==> config.mk <==
export PLATFORM = sky130hd
export DESIGN_NAME = unidade_busca
export DESIGN_NICKNAME = d
export VERILOG_FILES = /design/src/rtl/unidade_busca_pkg.sv /design/src/rtl/fila_busca.sv /design/src/rtl/unidade_busca.sv
export SDC_FILE = /design/constraint.sdc
export NUM_CORES = 1
export LEC_CHECK = 0
export ABC_AREA = 0
export CAP_MARGIN = 5
export CORE_MARGIN = 3
export CORE_UTILIZATION = 42
export CTS_BUF_LIST = sky130_fd_sc_hd__clkbuf_4
export DETAILED_ROUTE_END_ITERATION = 16
export GPL_TIMING_DRIVEN = 1
export PLACE_DENSITY = 0.67
export RECOVER_POWER = 50
export SLEW_MARGIN = 40
export SYNTH_ARGS = -nofsm -noshare
export SYNTH_HDL_FRONTEND = slang
export SYNTH_HIERARCHICAL = 1
export SYNTH_SLANG_ARGS = --single-unit
==> constraint.sdc <==
create_clock -name clock -period 8.2 [get_ports clock]
set_clock_uncertainty 0.05 [all_clocks]
set_input_delay 0.82 -clock clock [delete_from_list [all_inputs] [get_ports clock]]
set_output_delay 0.82 -clock clock [all_outputs]
set_load 0.01 [all_outputs]
==> src/rtl/unidade_busca_pkg.sv <==
// Shared types and constants for the instruction fetch unit and its queue.
package unidade_busca_pkg;

  localparam int LARGURA_PALAVRA   = 32;
  localparam int PROFUNDIDADE_FILA = 2;
  localparam int LARGURA_ENTRADA   = 2 * LARGURA_PALAVRA;
  localparam int LARGURA_PTR       = $clog2(PROFUNDIDADE_FILA);
  localparam int LARGURA_OCUP      = $clog2(PROFUNDIDADE_FILA + 1);

  localparam logic [LARGURA_PALAVRA-1:0] PASSO_PC = 32'd4;

  typedef enum logic [1:0] {
    BUSCA       = 2'd0,
    REDIRECIONA = 2'd1,
    PARADO      = 2'd2
  } estado_t;

  // Word-aligns a byte address by clearing its two low bits.
  function automatic logic [LARGURA_PALAVRA-1:0] alinha(input logic [LARGURA_PALAVRA-1:0] endereco);
    return {endereco[LARGURA_PALAVRA-1:2], 2'b00};
  endfunction

endpackage

==> src/rtl/fila_busca.sv <==
// Two-entry queue of {address, instruction} pairs between fetch and decode.
module fila_busca
  import unidade_busca_pkg::*;
(
  input  logic                       clock,
  input  logic                       reset_n,
  input  logic                       push_i,
  input  logic [LARGURA_ENTRADA-1:0] dado_i,
  input  logic                       pop_i,
  input  logic                       flush_i,
  output logic [LARGURA_ENTRADA-1:0] dado_o,
  output logic [LARGURA_OCUP-1:0]    ocupacao_o,
  output logic                       vazia_o
);

  logic [LARGURA_ENTRADA-1:0] mem_q [PROFUNDIDADE_FILA];
  logic [LARGURA_PTR-1:0]     ptr_esc_q, ptr_esc_d;
  logic [LARGURA_PTR-1:0]     ptr_lei_q, ptr_lei_d;
  logic [LARGURA_OCUP-1:0]    ocup_q, ocup_d;
  logic                       faz_push;
  logic                       faz_pop;
  logic                       escreve;

  always_comb begin
    faz_push  = push_i && ((ocup_q < LARGURA_OCUP'(PROFUNDIDADE_FILA)) || pop_i);
    faz_pop   = pop_i && (ocup_q != '0);
    escreve   = faz_push && !flush_i;
    ptr_esc_d = ptr_esc_q;
    ptr_lei_d = ptr_lei_q;
    ocup_d    = ocup_q;
    if (flush_i) begin
      ptr_esc_d = '0;
      ptr_lei_d = '0;
      ocup_d    = '0;
    end else begin
      if (faz_push) ptr_esc_d = ptr_esc_q + LARGURA_PTR'(1);
      if (faz_pop)  ptr_lei_d = ptr_lei_q + LARGURA_PTR'(1);
      ocup_d = ocup_q + LARGURA_OCUP'(faz_push) - LARGURA_OCUP'(faz_pop);
    end
  end

  always_ff @(posedge clock or negedge reset_n) begin
    if (!reset_n) begin
      ptr_esc_q <= '0;
      ptr_lei_q <= '0;
      ocup_q    <= '0;
    end else begin
      ptr_esc_q <= ptr_esc_d;
      ptr_lei_q <= ptr_lei_d;
      ocup_q    <= ocup_d;
    end
  end

  // Storage needs no reset: an empty queue never exposes it.
  generate
    for (genvar gi = 0; gi < PROFUNDIDADE_FILA; gi++) begin : g_entrada
      always_ff @(posedge clock) begin
        if (escreve && (ptr_esc_q == LARGURA_PTR'(gi))) begin
          mem_q[gi] <= dado_i;
        end
      end
    end
  endgenerate

  assign dado_o     = mem_q[ptr_lei_q];
  assign ocupacao_o = ocup_q;
  assign vazia_o    = (ocup_q == '0);

endmodule

==> src/rtl/unidade_busca.sv <==
// Instruction fetch unit: issues sequential fetches to a 1-cycle memory,
// buffers returned words for decode and handles redirects and stalls.
module unidade_busca
  import unidade_busca_pkg::*;
#(
  parameter logic [LARGURA_PALAVRA-1:0] PC_INICIAL = 32'h0000_0000
) (
  input  logic                       clock,
  input  logic                       reset_n,
  output logic [LARGURA_PALAVRA-1:0] counter,
  input  logic [LARGURA_PALAVRA-1:0] instrucao_memoria,
  input  logic                       desvio_valido,
  input  logic [LARGURA_PALAVRA-1:0] desvio_alvo,
  input  logic                       parar,
  input  logic                       decodificador_pronto,
  output logic                       instrucao_valida,
  output logic [LARGURA_PALAVRA-1:0] instrucao,
  output logic [LARGURA_PALAVRA-1:0] pc_instrucao,
  output logic                       erro_alinhamento,
  output logic [LARGURA_PALAVRA-1:0] contador_busca
);

  estado_t                    estado_q, estado_d;
  logic [LARGURA_PALAVRA-1:0] counter_q, counter_d;
  logic                       pendente_q, pendente_d;
  logic [LARGURA_PALAVRA-1:0] pc_pendente_q, pc_pendente_d;
  logic                       erro_q, erro_d;
  logic [LARGURA_PALAVRA-1:0] contador_q, contador_d;

  logic [LARGURA_ENTRADA-1:0] cabeca;
  logic [LARGURA_OCUP-1:0]    ocupacao;
  logic                       vazia;
  logic                       transferencia;
  logic                       emite;
  logic                       push;
  logic [LARGURA_OCUP:0]      carga;

  fila_busca u_fila (
    .clock      (clock),
    .reset_n    (reset_n),
    .push_i     (push),
    .dado_i     ({pc_pendente_q, instrucao_memoria}),
    .pop_i      (transferencia),
    .flush_i    (desvio_valido),
    .dado_o     (cabeca),
    .ocupacao_o (ocupacao),
    .vazia_o    (vazia)
  );

  assign instrucao_valida = !vazia;
  assign transferencia    = instrucao_valida && decodificador_pronto;

  // Slots committed after this edge: queued words plus the one in flight,
  // minus the word decode takes now.
  assign carga = (LARGURA_OCUP + 1)'(ocupacao) + (LARGURA_OCUP + 1)'(pendente_q)
               - (LARGURA_OCUP + 1)'(transferencia);

  always_comb begin
    estado_d      = estado_q;
    counter_d     = counter_q;
    pendente_d    = 1'b0;
    pc_pendente_d = pc_pendente_q;
    erro_d        = 1'b0;
    contador_d    = contador_q + LARGURA_PALAVRA'(transferencia);
    emite         = 1'b0;
    push          = pendente_q && !desvio_valido;

    case (estado_q)
      BUSCA:       if (parar) estado_d = PARADO;
      REDIRECIONA: estado_d = parar ? PARADO : BUSCA;
      PARADO:      if (!parar) estado_d = BUSCA;
      default:     estado_d = BUSCA;
    endcase

    // The single REDIRECIONA cycle presents the target to memory, so it
    // issues like BUSCA; this gives the target word after the third edge.
    if (desvio_valido) begin
      estado_d  = REDIRECIONA;
      counter_d = alinha(desvio_alvo);
      erro_d    = (desvio_alvo[1:0] != 2'b00);
    end else if ((estado_q == BUSCA || estado_q == REDIRECIONA) && !parar &&
                 (carga < (LARGURA_OCUP + 1)'(PROFUNDIDADE_FILA))) begin
      emite         = 1'b1;
      pendente_d    = 1'b1;
      pc_pendente_d = counter_q;
      counter_d     = counter_q + PASSO_PC;
    end
  end

  always_ff @(posedge clock or negedge reset_n) begin
    if (!reset_n) begin
      estado_q      <= BUSCA;
      counter_q     <= alinha(PC_INICIAL);
      pendente_q    <= 1'b0;
      pc_pendente_q <= '0;
      erro_q        <= 1'b0;
      contador_q    <= '0;
    end else begin
      estado_q      <= estado_d;
      counter_q     <= counter_d;
      pendente_q    <= pendente_d;
      pc_pendente_q <= pc_pendente_d;
      erro_q        <= erro_d;
      contador_q    <= contador_d;
    end
  end

  assign counter          = counter_q;
  assign instrucao        = instrucao_valida ? cabeca[LARGURA_PALAVRA-1:0] : '0;
  assign pc_instrucao     = instrucao_valida ? cabeca[LARGURA_ENTRADA-1:LARGURA_PALAVRA] : '0;
  assign erro_alinhamento = erro_q;
  assign contador_busca   = contador_q;

endmodule
# [Yosys cells after proc, flatten, opt, wreduce, memory -nomap -nowiden]
# Memory sizes are Yosys's and may differ from the RTL's.
# Cells that the tools add are included.
[totals] mem_bits_rw=128 mem_count=1 ff_bits=104 inputBits=69
[memory_table] name="u_fila.mem_q" depth=2 word_bits=64 rd=1 rd_ports_with_merged_regs=0 write_ports=1 line="fila_busca.sv:16" source="logic [LARGURA_ENTRADA-1:0] mem_q [PROFUNDIDADE_FILA];"
[classes] bitwise_logic=2 eq_ne=4 add_sub_neg=8 n_lt_le_gt_ge=2 n_reduce_logical=24 muxes=24
[ops] cell="2-to-1 mux 32 bit" count=4
[ops] cell="2-to-1 mux 64 bit" count=1
[ops] cell="OR reduction 64 bit" count=1
[ops] cell="adder 32 x 1 -> 32 bit" count=1
[ops] cell="adder 32 x 3 -> 32 bit, second input constant" count=1
[ops] cell="2-to-1 mux 1 bit" count=13
[ops] cell="2-to-1 mux 2 bit" count=5
[ops] cell="nonzero test 2 bit" count=5
[ops] cell="logical AND 1 bit" count=9
[ops] cell="!= test 3 bit, second input constant" count=2
[ops] cell="one-hot mux 2 bit (3 select lines)" count=1
[ops] cell="zero test 2 bit" count=2
[ops] cell="AND reduction 2 bit" count=2
[ops] cell="adder 2 x 1 -> 3 bit" count=1
[ops] cell="zero test 1 bit" count=3
[ops] cell="less-than comparator 3 x 2 -> 1 bit, second input constant" count=1
[ops] cell="subtractor 3 x 1 -> 3 bit" count=1
[ops] cell="adder 1 bit, second input constant" count=2
[ops] cell="adder 2 x 1 -> 2 bit" count=1
[ops] cell="== test 2 x 1 -> 1 bit, second input constant" count=1
[ops] cell="== test 2 bit, second input constant" count=1
[ops] cell="logical OR 1 bit" count=2
[ops] cell="less-than comparator 2 bit, second input constant" count=1
[ops] cell="inverter 1 bit" count=2
[ops] cell="subtractor 2 x 1 -> 2 bit" count=1

# [Depth between registers and ports, before layout]
# Gate-level depths: netlist (run 1).
[logic_depth] word_depth=11 depth_mapped=12

# [Modules after synthesis]
# The synthesis (run 1) kept the hierarchy.
[modules_own_cells] mod="fila_busca" cells_per_inst=221 n_inst=1 area_per_inst_um2=5058.6
[modules_own_cells] mod="unidade_busca" cells_per_inst=496 n_inst=1 area_per_inst_um2=5009.8

# [Worst setup path after synthesis (run 1)]
# OpenSTA, ideal clock, no wires.
[synth_path] kind="input-to-reg" start="input port desvio_valido" end="memory u_fila/mem_q[1][0] (netlist bit) (enable)" n_path_buf=2 slack_ns=1.387 setup_ns=0.578 path_stages=5 arrival_time_ns=6.185 cell_sequence="clkbuf_1 clkbuf_1 nor2b_1 o21ai_4 nor3b_1"
[synth_between] elab_chain_len=9 elab_cells_between_ends=13 cone_classes="mux: 6; reduce/logical: 7"
[synth_rtl] element="start: declaration" line="unidade_busca.sv:12" source="input logic desvio_valido,"
[synth_rtl] element="zero test 1 bit *" line="unidade_busca.sv:66" source="push = pendente_q && !desvio_valido;"
[synth_rtl] element="logical AND 1 bit *" line="unidade_busca.sv:66"
[synth_rtl] element="via push" line="unidade_busca.sv:35" source="logic push;"
[synth_rtl] element="logical AND 1 bit *" line="fila_busca.sv:25" source="faz_push = push_i && ((ocup_q < LARGURA_OCUP'(PROFUNDIDADE_FILA)) || pop_i);"
[synth_rtl] element="logical AND 1 bit *" line="fila_busca.sv:27" source="escreve = faz_push && !flush_i;"
[synth_rtl] element="logical AND 1 bit" line="fila_busca.sv:58" source="if (escreve && (ptr_esc_q == LARGURA_PTR'(gi))) begin"
[synth_rtl] element="2-to-1 mux 1 bit" line="fila_busca.sv:58"
[synth_rtl] element="2-to-1 mux 1 bit (implied by the code)" line="fila_busca.sv:59" source="mem_q[gi] <= dado_i;"
[synth_rtl] element="OR reduction 64 bit (no source line)"
[synth_rtl] element="2-to-1 mux 1 bit (no source line)"
[synth_rtl] element="end: declaration" line="fila_busca.sv:16"
# The timed path passes the listed nets; every way through them passes the cells marked *.

# [Final worst setup path (run 1)]
[layout_path] start="input port desvio_valido" end="memory u_fila/mem_q[1][32] (netlist bit) (enable)"
# The elaborated chain is that of the path after synthesis.

==> results of run 1 <==
-- layer usage --
layer / vias to the layer above / share of wire (%) / wire length (um) / track usage, %
li1: 3155 / - / - / -
met1: 3203 / 46 / 10000 / 23.3
met2: 222 / 46 / 10000 / 26.3
met3: 41 / 6.4 / 1410 / 4.62
met4: 0 / 2.1 / 451 / 5.71
met5: - / 0 / 0 / 0
-- power groups by stage --
stage | Combinational, mW | Sequential (mW) | Clock, mW
after floorplan | 0.146 | 1.41 | 0
after global placement | 0.307 | 1.43 | 0
after detailed placement | 0.313 | 1.44 | 0
after CTS | 0.315 | 1.41 | 1.09
after global routing | 0.334 | 1.43 | 1.16
final | 0.305 | 1.41 | 1.05
-- logic make-up (layout without fill, tap and decap cells) --
logic type,count (synthesis),in the layout,synth area share [%]
DFF,228,228,63.0
muxes,97,97,12.7
other,1,7,0.0372
and+or+nand+nor,247,247,14.1
xor gates and xnor gates,41,41,3.57
buffers and inverters,45,331,2.29
AOI/OAI and AO/OA,51,51,3.32
adders and majority gates,7,7,0.944
-- placed cells by master, fill, tap and decap left out, types with 4 or more instances in the layout --
cell type / netlist / routed
and4_1: 7 / 7
edfxtp_1: 128 / 128
dlygate4sd3_1: 0 / 35
clkinv_1: 1 / 17
and3_1: 10 / 10
mux2_4: 50 / 50
clkdlybuf4s50_1: 0 / 161
nor3_1: 7 / 7
dfrtp_1: 100 / 99
xor2_1: 16 / 16
mux2_2: 46 / 46
or3_1: 5 / 5
o31ai_1: 11 / 11
a31oi_1: 18 / 18
ha_1: 6 / 6
clkbuf_4: 0 / 96
inv_1: 9 / 9
nand4_1: 22 / 22
xnor2_1: 25 / 25
nand3_1: 25 / 25
nand2_1: 33 / 33
conb_1: 1 / 6
clkbuf_1: 20 / 4
nor2_1: 31 / 29
o21ai_0: 15 / 16
nor2b_1: 70 / 70
or4_1: 16 / 16
-- repair_timing --
action                    CTS  global route
hold endpoints to repair   27             0
hold buffers                1             0
gates resized for setup     0             0
-- synthesized netlist by cell type (all sizes together) (6+ instances only) --
| library cell | number | area (um^2) |
|---|---|---|
| nor2 | 31 | 116 |
| edfxtp | 128 | 3840 |
| buf | 15 | 118 |
| nand3 | 27 | 145 |
| clkbuf | 20 | 75.1 |
| nor3 | 7 | 35.0 |
| xor2 | 16 | 140 |
| and3 | 11 | 70.1 |
| nand2 | 33 | 124 |
| and4 | 7 | 61.3 |
| nor2b | 70 | 438 |
| mux2 | 96 | 1270 |
| xnor2 | 25 | 219 |
| ha | 6 | 75.1 |
| or3 | 6 | 38.8 |
| dfrtp | 100 | 2500 |
| or4 | 17 | 131 |
| a31oi | 18 | 113 |
| o21ai | 16 | 91.3 |
| o31ai | 11 | 82.6 |
| nand4 | 22 | 138 |
| inv | 9 | 33.8 |
-- flip-flops by register name, indices dropped and copies added, names as in the netlist --
register and cells:
contador_busca 32, counter 30, erro_alinhamento 1, estado_q 2, pc_pendente_q 30, pendente_q 1, u_fila/mem_q 128, u_fila/ocupacao_o 2
u_fila/ptr_esc_q 1, u_fila/ptr_lei_q 1
-- per-stage QoR --
stage | utilization [%] | setup WS, ns
detailed placement | 52.5 | 3.46
global route | 56.0 | 2.48
CTS | 56.2 | 4.17
global placement | 52.4 | 3.52
floorplan | - | 1.39
finish | 56.0 | 2.90
-- worst max path at each step --
stage / slack (ns) / endpoint / cells past startpoint / start
2_1_floorplan: 1.39 / u_fila/mem_q[1][0] / 5 / desvio_valido
3_3_place_gp: 3.52 / pc_pendente_q[16] / 10 / decodificador_pronto
3_5_place_dp: 3.46 / pc_pendente_q[8] / 10 / decodificador_pronto
4_1_cts: 4.17 / pc_pendente_q[10] / 10 / decodificador_pronto
5_1_grt: 2.48 / u_fila/mem_q[1][32] / 6 / desvio_valido
6_report: 2.90 / u_fila/mem_q[1][32] / 6 / desvio_valido
-- area by class of cell --
type / count / share of cell area [%]
sequential: 228 / 48.1
multi-input combinational: 449 / 26.7
clock inverter: 20 / 1.02
timing repair buffer: 205 / 15.3
antenna: 1 / 0.0190
inverter: 10 / 0.285
clock buffer: 96 / 5.46
tap: 319 / 3.03
==> flow_summary_export.csv, run 1 <==
group,metric,value,unit
timing,report.final.slew_viol_count,151,
outcome,status,"complete, but fails checks",
power,swShare,24.2,%
power,p_seq_share,51.1,%
synthesis,ys_ff_latch,228,
critical_path,max_stage_delay,2.71,ns
clocking,cts_made_buffers,61,
synthesis,synthDistinctLibCells,49,
detailed_routing,dr.pass1.iters,5,
critical_path,r2r_cells,5,
synthesis,synth_edf_count,128,
synthesis,synthesis.area,0.0101,mm^2
die,die_h,161,um
clocking,cts_max_path_buffers,3,
clocking,clk_pin_slew,0.07,ns
critical_path,required,8.31,ns
hold_path,holdPathStages,0,
grt,grt.total_usage,17.0,%
detailed_routing,routedWlPerCell,16.5,um
die,num_rows,56,
cells_and_area,layout.nets,1031,
power,p_per_area,210,mW/mm^2
critical_path,rr_endpoint,"u_fila/mem_q[1][32]",
power,p_sw,668,uW
synthesis,async_flop_share,43.9,%
hold_path,min_from,"pc_pendente_q[9]",
power,power.total,2.76,mW
die,design.core.area,0.0235,mm^2
cells_and_area,syn2layout_area_growth,31.0,%
critical_path,crit_family,"buffers and inverters",
critical_path,r2r_start,"u_fila/ocupacao_o[1]",
die,die-area,0.0259,mm^2
cells_and_area,seqCellArea,0.00635,mm^2
placed_design,place.gp.congestion,0.789,
detailed_routing,antenna_left,0,
critical_path,path_class,"input pin to flip-flop",
critical_path,critPathBufInv,3,
die,start_util,42.8,%
clocking,cts.sinks,228,
timing,setup_violations,0,
placed_design,numPortBuffers,196,
critical_path,critPathCaptureType,"flip-flop",
synthesis,yosysWarnings,6,
placed_design,placed_area,0.0124,mm^2
timing,holdWs,0.373,ns
grt,grt_max_degree,74,
die,io_pins,199,
cells_and_area,multiInputGateArea,0.00352,mm^2
power,p_int,2.10,mW
cells_and_area,design_area,0.0132,mm^2
synthesis,synth_cells,717,
critical_path,cp_cell_sequence,"dlygate4sd3_1 > clkbuf_1 > nor2b_1 > o21ai_0 > nor3b_2 > clkbuf_1",
synthesis,ys_seq_area_share,63.0,%
critical_path,cp_data_arrival_time,5.41,ns
cells_and_area,final_layout_size_suffix_gt1_share,21.2,%
timing,min_period,5.30,ns
cells_and_area,fillers,2009,
clocking,cts-root-buf,"clkbuf_4",
power,p_leak,4.91,nW
timing,worst_pin_slew,3.85,ns
clocking,insertion_delay,0.67,ns
power,p_comb_share,11.0,%
timing,fin_crit_sh,64.7,%
outcome,violations,"capacitance limit, slew limit",
critical_path,cp_slowest_cell,"clkbuf_1",
grt,gr-total-overflow,0,
grt,grt_pass1_wl,35200,um
grt,grt_pass1_vias,6589,
detailed_routing,num_vias,6621,
synthesis,ys.flop_type,"edfxtp_1",
clocking,htreeDepth,2,
run,max_cap_viol_count,4,
critical_path,r2r_setup_slack,3.55,ns
detailed_routing,wirelength,21900,um
power,pwr-share-clk,37.9,%
critical_path,crit_path_frequent_cell,"clkbuf_1",
hold_path,hold_end,"u_fila/mem_q[0][41]",
placed_design,dp_cells,1210,
critical_path,cp_max_fo,64,
timing,timing.fmax,189,MHz
detailed_routing,route.detailed.drc,0,
cells_and_area,finalNonFillerCells,1328,
power,ir_drop,0.104,mV
die,die_x,161,um
timing,finalHoldViolCount,0,
detailed_routing,drt_iter0_markers,324,
detailed_routing,via_per_inst,4.99,
critical_path,startpoint_type,"input pin",
synthesis,postSynthAreaPerCell,14.0,um^2
timing,tns,0,ns
clocking,cts_tree,"built",
grt,antenna_found_initial,1,
placed_design,place_hpwl,14100,um
clocking,post_cts_buffers,0,
timing,rsz0062_at_grt,"false",
hold_path,hold_path.class,"flip-flop to flip-flop",
timing,slew_headroom,-157,%
Power figures use the tool's default switching activity.
==> run 2: changes to the inputs <==
- clock period: 8.2 -> 5.47 ns (I/O delays scaled with it)
==> run 2 against run 1 <==
Die area unchanged. Global-route usage up 0.11 points. Flip-flop and latch count unchanged. Non-clock buffer count up 1. Count of clock-buffer cells in the layout down 12. Setup slack worse by 1.5 ns. Total power up 45%. Combinational power up 48%. The run still ends with capacitance limit, slew limit left. Largest power group unchanged. Routed wire length up 1.3%.
==> flow_summary_export.csv, run 2 (synthesis results as in run 1) <==
group,metric,value,unit
outcome,status,"complete, but fails checks",
outcome,violations,"capacitance limit, slew limit",
placed_design,place_hpwl,14300,um
clocking,clk_pin_slew,0.06,ns
grt,gr-total-overflow,0,
detailed_routing,via_per_inst,5.02,
placed_design,numPortBuffers,196,
power,p_per_area,305,mW/mm^2
grt,use_met2,26.6,%
cells_and_area,layout_common_cells,"140 x clkdlybuf4s50_1, 128 x edfxtp_1, 99 x dfrtp_1",
grt,use_met1,23.3,%
detailed_routing,antenna_left,0,
power,p_leak,4.93,nW
timing,min_period,4.10,ns
hold_path,hold_path.class,"input pin to flip-flop",
grt,grt_pass1_wl,35600,um
power,p_comb_share,11.3,%
critical_path,critPathCaptureType,"flip-flop",
hold_path,holdPathStages,3,
cells_and_area,final_layout_size_suffix_gt1_share,20.3,%
die,die-area,0.0259,mm^2
detailed_routing,wirelength,22200,um
grt,grt.total_usage,17.1,%
clocking,cts-root-buf,"clkbuf_4",
critical_path,required,5.97,ns
cells_and_area,final_common_cell,"clkdlybuf4s50_1",
clocking,cts_made_buffers,59,
clocking,cts_tree,"built",
cells_and_area,largest_register_ffs,128,
placed_design,placed_area,0.0124,mm^2
timing,rsz0062_at_grt,"false",
power,swShare,25.0,%
timing,report.final.slew_viol_count,60,
grt,grt_pass1_vias,6591,
cells_and_area,top_register,"u_fila/mem_q",
detailed_routing,num_vias,6647,
power,p_sw,1.00,mW
critical_path,r2r_cells,9,
power,ir_drop,0.136,mV
power,pwr-share-clk,35.9,%
power,p_seq_share,52.8,%
die,num_rows,56,
die,io_pins,199,
timing,setup_violations,0,
clocking,cts.sinks,228,
critical_path,cp_data_arrival_time,4.59,ns
detailed_routing,routedWlPerCell,16.7,um
timing,worst_pin_slew,3.24,ns
timing,finalHoldViolCount,0,
power,p_int,3.01,mW
cells_and_area,layout.nets,1030,
critical_path,startpoint_type,"input pin",
detailed_routing,dr.pass1.iters,5,
timing,fin_crit_sh,74.9,%
clocking,hold_buffers,1,
clocking,post_cts_buffers,0,
clocking,cts_resized,0,
die,design.core.area,0.0235,mm^2
grt,grt_busiest_layer,"met2",
cells_and_area,design_area,0.0131,mm^2
clocking,htreeDepth,2,
placed_design,place.gp.congestion,0.770,
critical_path,r2r_setup_slack,1.58,ns
clocking,insertion_delay,0.66,ns
clocking,cts_max_path_buffers,3,
die,die_x,161,um
run,max_cap_viol_count,2,
die,die_h,161,um
grt,grtUsageMet3,4.51,%
timing,holdWs,0.376,ns
grt,grt_max_degree,66,
die,start_util,42.8,%
timing,timing.fmax,244,MHz
detailed_routing,drt_iter0_markers,354,
cells_and_area,syn2layout_area_growth,30.3,%
cells_and_area,fin_util,55.7,%
critical_path,cp_max_fo,42,
detailed_routing,route.detailed.drc,0,
critical_path,path_class,"input pin to flip-flop",
grt,antenna_found_initial,1,
timing,slew_headroom,-116,%
timing,tns,0,ns
[run 2: cell count changes in the layout (fill, tap and decap cells not counted), sizes merged]
cell	delta
clkinvlp	+1
buf	+1
clkdlybuf4s50	-21
clkbuf	-12
clkinv	+7
bufinv	-1
dlygate4sd3	+21
[run 2: cell type report]
class,count,area [um^2]
multi-input cells,449,3520
repair buffers,206,2050
diodes,1,2.50
flip-flops and latches,228,6350
well taps,319,399
clock buffers,84,631
clock inverters,27,135
fillers,2031,10400
inverters,10,38.8
[run 2: per-layer routing]
layer	up-vias	share of wire, %
met5	-	0
met4	0	2.0
met3	35	7.0
met2	242	46
met1	3215	45
li1	3155	-
[run 2: through the flow]
stage / cells / power, mW / setup slack [ns]
3_3_place_gp: 1209 / 2.60 / 1.13
2_1_floorplan: 722 / 2.34 / 1.19
3_5_place_dp: 1210 / 2.62 / 1.06
4_1_cts: 1322 / 4.09 / 1.50
6_report: 1324 / 4.01 / 1.37
5_1_grt: 1324 / 4.24 / 1.04
[run 2: worst paths after layout]
path	from	endpoint
max in group asynchronous	reset_n	u_fila/ptr_lei_q
min reg2reg	pc_pendente_q[10]	u_fila/mem_q[1][42]
max reg2reg	u_fila/ocupacao_o[1]	counter[16]
min in group asynchronous	reset_n	contador_busca[27]
min	desvio_alvo[0]	erro_alinhamento
max	desvio_valido	counter[5]
[run 2: worst max-delay path: stages]
cell and delay, ns:
dlygate4sd3_1 0.52, clkbuf_1 1.08, clkinvlp_2 1.73, mux2_2 0.71
[run 2: power by group through the flow]
stage          registers (mW)  clock network, mW  logic, mW
2_1_floorplan            2.12                  0      0.220
3_3_place_gp             2.14                  0      0.460
3_5_place_dp             2.15                  0      0.468
4_1_cts                  2.12               1.50      0.471
5_1_grt                  2.14               1.60      0.497
6_report                 2.12               1.44      0.451
==> variant 1, RTL diff (settings of run 2) <==
The 3 values of `estado_t` get a one-hot encoding in 3 bits.
--- a/src/rtl/unidade_busca_pkg.sv
+++ b/src/rtl/unidade_busca_pkg.sv
@@ -11,6 +11,6 @@
 
-  typedef enum logic [1:0] {
-    BUSCA       = 2'd0,
-    REDIRECIONA = 2'd1,
-    PARADO      = 2'd2
+  typedef enum logic [2:0] {
+    BUSCA       = 3'b001,
+    REDIRECIONA = 3'b010,
+    PARADO      = 3'b100
   } estado_t;
Behaviour: no difference found for any inputs over 4 cycles, from zero or initial values and one cycle with reset_n low; so few cycles prove little.
==> variant 1 against run 2 <==
  * The flow still finishes with violations (capacitance limit, slew limit)
  * Setup slack got worse by 0.028 ns
  * Area after synthesis rose by 3.7%
  * Synthesized cell count rose by 5.4%
  * Wire length rose by 5.9%
  * Worst hold slack got worse by 0.0041 ns
  * Design area rose by 3.2%
  * Sequential cell count rose by 1
  * Power rose by 3.9%
  * Register-to-register slack got worse by 0.02 ns
  * Sequential share of layout area fell by 1.3 points
  * Global-route usage rose by 0.63 points
==> variant 1: results (changes against run 2) <==
pwr:
  power.static_leakage_nw: 5.11  # +3.7%
  power.density_nw_per_um2: 307  # +0.68%
critical_path:
  cp-endpoint: "counter[29]"
  r2r_end: "pc_pendente_q[26]"
  critical_path.max_stage_delay_ns: 2.10  # +0.37 ns
  reg2reg_slack_ns: 1.56  # -0.02 ns
  rr_worst_depth: 10  # +1
sta:
  drv_slew: 192  # +220%
final_layout:
  n_clock_buffer: 103  # +23%
  multi_input_gates: 486  # +8.2%
  nets: 1068  # +3.7%
  bufAreaShareNonClock_pct: 15.0  # -0.62 points
  sh_seq_area_pct: 47.1  # -1.3 points
  final_layout_size_suffix_gt1_share_pct: 22.0  # +1.6 points
placement:
  placedCellCount: 1253  # +3.6%
logic_synthesis:
  synthMuxAreaShare_pct: 12.1  # -0.56 points
  yosys-top-cells-count: "edfxtp_1, dfrtp_1, nor2b_1, mux2_4, mux2_2"
  synthCells: 756  # +5.4%
status:
  status: "finished, violations left"
  failed_checks: "capacitance limit, slew limit"
global_route:
  first_global_vias: 6956  # +5.5%
  antenna_found_initial: 2  # +1
  grt_max_degree: 68  # +3.0%
worst_hold_path:
  whs_endpoint: "u_fila/ptr_esc_q"
  hold_start: "desvio_valido"
  hold_path_depth: 4  # +1
flow_run:
  drv_cap: 3  # +1
route:
  drt_wl_total_mm: 23.5  # +5.9%
-- variant 1: changes by cell type after synthesis, moves of 5 or more --
| cell | before | now |
|---|---|---|
| clkbuf_1 | 20 | 14 |
| nand3_1 | 25 | 33 |
| a22o_1 | 0 | 5 |
| o21ai_0 | 15 | 21 |
| or4_1 | 16 | 7 |
| nor4_1 | 3 | 16 |
| a31oi_1 | 18 | 8 |
| and3_1 | 10 | 5 |
| nand2_1 | 33 | 28 |
| nor2b_1 | 70 | 80 |
| o31ai_1 | 11 | 5 |
| a21oi_1 | 0 | 6 |
-- variant 1: metal layers --
| metal | track usage [%] | wire length, um |
|---|---|---|
| met5 | 0 | 11 |
| met4 | 6.34 | 546 |
| met3 | 6.01 | 1900 |
| met2 | 27.5 | 10800 |
| met1 | 23.2 | 10200 |
==> variant 2, RTL diff (flow settings as in run 2) <==
Made on the original files. Set the package constant `LARGURA_PALAVRA` to 48 (it was 32).
--- a/src/rtl/unidade_busca_pkg.sv
+++ b/src/rtl/unidade_busca_pkg.sv
@@ -3,3 +3,3 @@
 
-  localparam int LARGURA_PALAVRA   = 32;
+  localparam int LARGURA_PALAVRA   = 48;
   localparam int PROFUNDIDADE_FILA = 2;
Ports: changed (6 resized); port bits go from 199 to 295. The function was not compared with the original's and may differ.
==> variant 2 against run 2 <==
  * Highest routed layer is now met5
  * Power rose by 53%
  * Area after synthesis rose by 45%
  * The flow still finishes with violations (capacitance limit, slew limit)
  * Global-route usage rose by 2.4 points
  * Wire length rose by 63%
  * Setup slack got worse by 0.12 ns
  * Clock power rose by 65%
  * First-iteration DRC count rose by 29%
  * Largest power group unchanged
  * Design area rose by 47%
  * Sequential cell count rose by 112
==> variant 2: results (changes against run 2) <==
route:
  drtIter0Drc: 455  # +29%
  vias: 9737  # +46%
  wl_per_cell_um: 18.6  # +11%
clocking:
  cts_resized: 0  # unchanged
  htreeDepth: 3  # +1
  worstSkewPairLatency_ns: 0.74  # +0.08 ns
placement:
  placedCellCount: 1761  # +46%
  gp_congestion: 0.834  # +8.3%
  hpwl_mm: 24.1  # +68%
  numPortBuffers: 292  # +49%
  placed_cell_area_sq_um: 18000  # +46%
  preCtsSetupSlack_ns: 1.05  # -0.00302 ns
logic_synthesis:
  ys_seq_area_share_pct: 65.0  # +1.9 points
  yosys-top-cells-count: "edfxtp_1, dfrtp_1, mux2_2, nor2b_1, nand2_1"
  synthCells: 1048  # +46%
  synth_edf_count: 192  # +50%
  yosys-top-cells-area: "edfxtp_1, dfrtp_1, mux2_2, nor2b_1, mux2_4"
  async_flop_share_pct: 43.5  # -0.33 points
final_layout:
  final_layout_size_suffix_gt1_share_pct: 22.0  # +1.7 points
  fin_cells: 1939  # +46%
  nets: 1516  # +47%
  largest_register_ffs: 192  # +50%
critical_path:
  cp-endpoint: "counter[41]"
  rr_worst_depth: 10  # +1
  worstPathMaxFanout: 18  # -57%
  arrival_ns: 4.83  # +0.24 ns
  startpoint_type: "flip-flop"
pwr:
  p_clk_share_pct: 38.8  # +2.9 points
  switching_share_pct: 24.3  # -0.67 points
  ir_worst_vdd_mv: 0.147  # +7.6%
  comb_power_mw: 0.636  # +41%
  power.static_leakage_nw: 7.33  # +49%
  p_int_mw: 4.63  # +54%
status:
  status: "finished, violations left"
  failed_checks: "capacitance limit, slew limit"
sta:
  finalCritPeriodShare_pct: 77.2  # +2.2 points
  slew_headroom_pct: -50.2  # +66 points
  drv_slew: 115  # +92%
global_route:
  track_usage_pct: 19.4  # +2.4 points
  grt_pass1_wl_mm: 55.6  # +56%
  first_global_vias: 10100  # +54%
  antenna_found_initial: 7  # +6
flow_run:
  drv_cap: 3  # +1
[variant 2: layer usage]
metal	track usage, %	share of wire [%]	vias to the layer above
li1	-	-	4574
met1	23.4	41	4769
met2	31.5	47	320
met3	8.17	10	64
met4	6.70	2.0	10
met5	0	0.17	-
[variant 2: cell families (layout without fill, tap and decap cells)]
logic type	Yosys count	count (layout)	synth area share, %
other	1	11	0.0257
DFF	340	340	65.0
AOI/OAI and AO/OA	62	62	2.46
buffers and inverters	63	496	2.00
adders and majority gates	7	7	0.652
muxes	144	144	11.9
xor gates and xnor gates	81	81	4.87
and+or+nand+nor	350	350	13.1
[variant 2: area by class of cell]
class	instances	area, sq um
diodes	5	12.5
clock inverters	24	169
fillers	2828	14500
flip-flops and latches	340	9470
well taps	448	561
repair buffers	310	3080
clock buffers	148	1110
multi-input cells	650	4870
inverters	14	52.6
[variant 2: repair_timing]
action | in CTS | in global routing
hold endpoints to repair | 72 | 0
hold buffers | 1 | 0
setup endpoints to repair | 0 | 0
[variant 2: worst max-delay path, cell delays in order (launching register included)]
cell	delay, ns
dfrtp_1	0.48
nor2_4	0.43
nor2b_1	0.19
ha_1	0.31
nand2b_1	0.15
fa_1	0.49
or3b_4	0.41
or3_1	0.50
or3_1	0.49
or4_1	0.44
a31oi_1	0.18
[variant 2: how the worst min path moves through the flow]
stage,slack [ns],depth (start not counted),endpoint,startpoint
after floorplan,0.20,0,contador_busca[0],reset_n
after global placement,0.39,0,u_fila/mem_q[0][94],pc_pendente_q[46]
after detailed placement,0.40,0,u_fila/mem_q[0][53],pc_pendente_q[5]
after CTS,0.005,1,estado_q[0],desvio_valido
after global routing,0.26,3,counter[5],desvio_alvo[5]
final,0.33,3,counter[5],desvio_alvo[5]
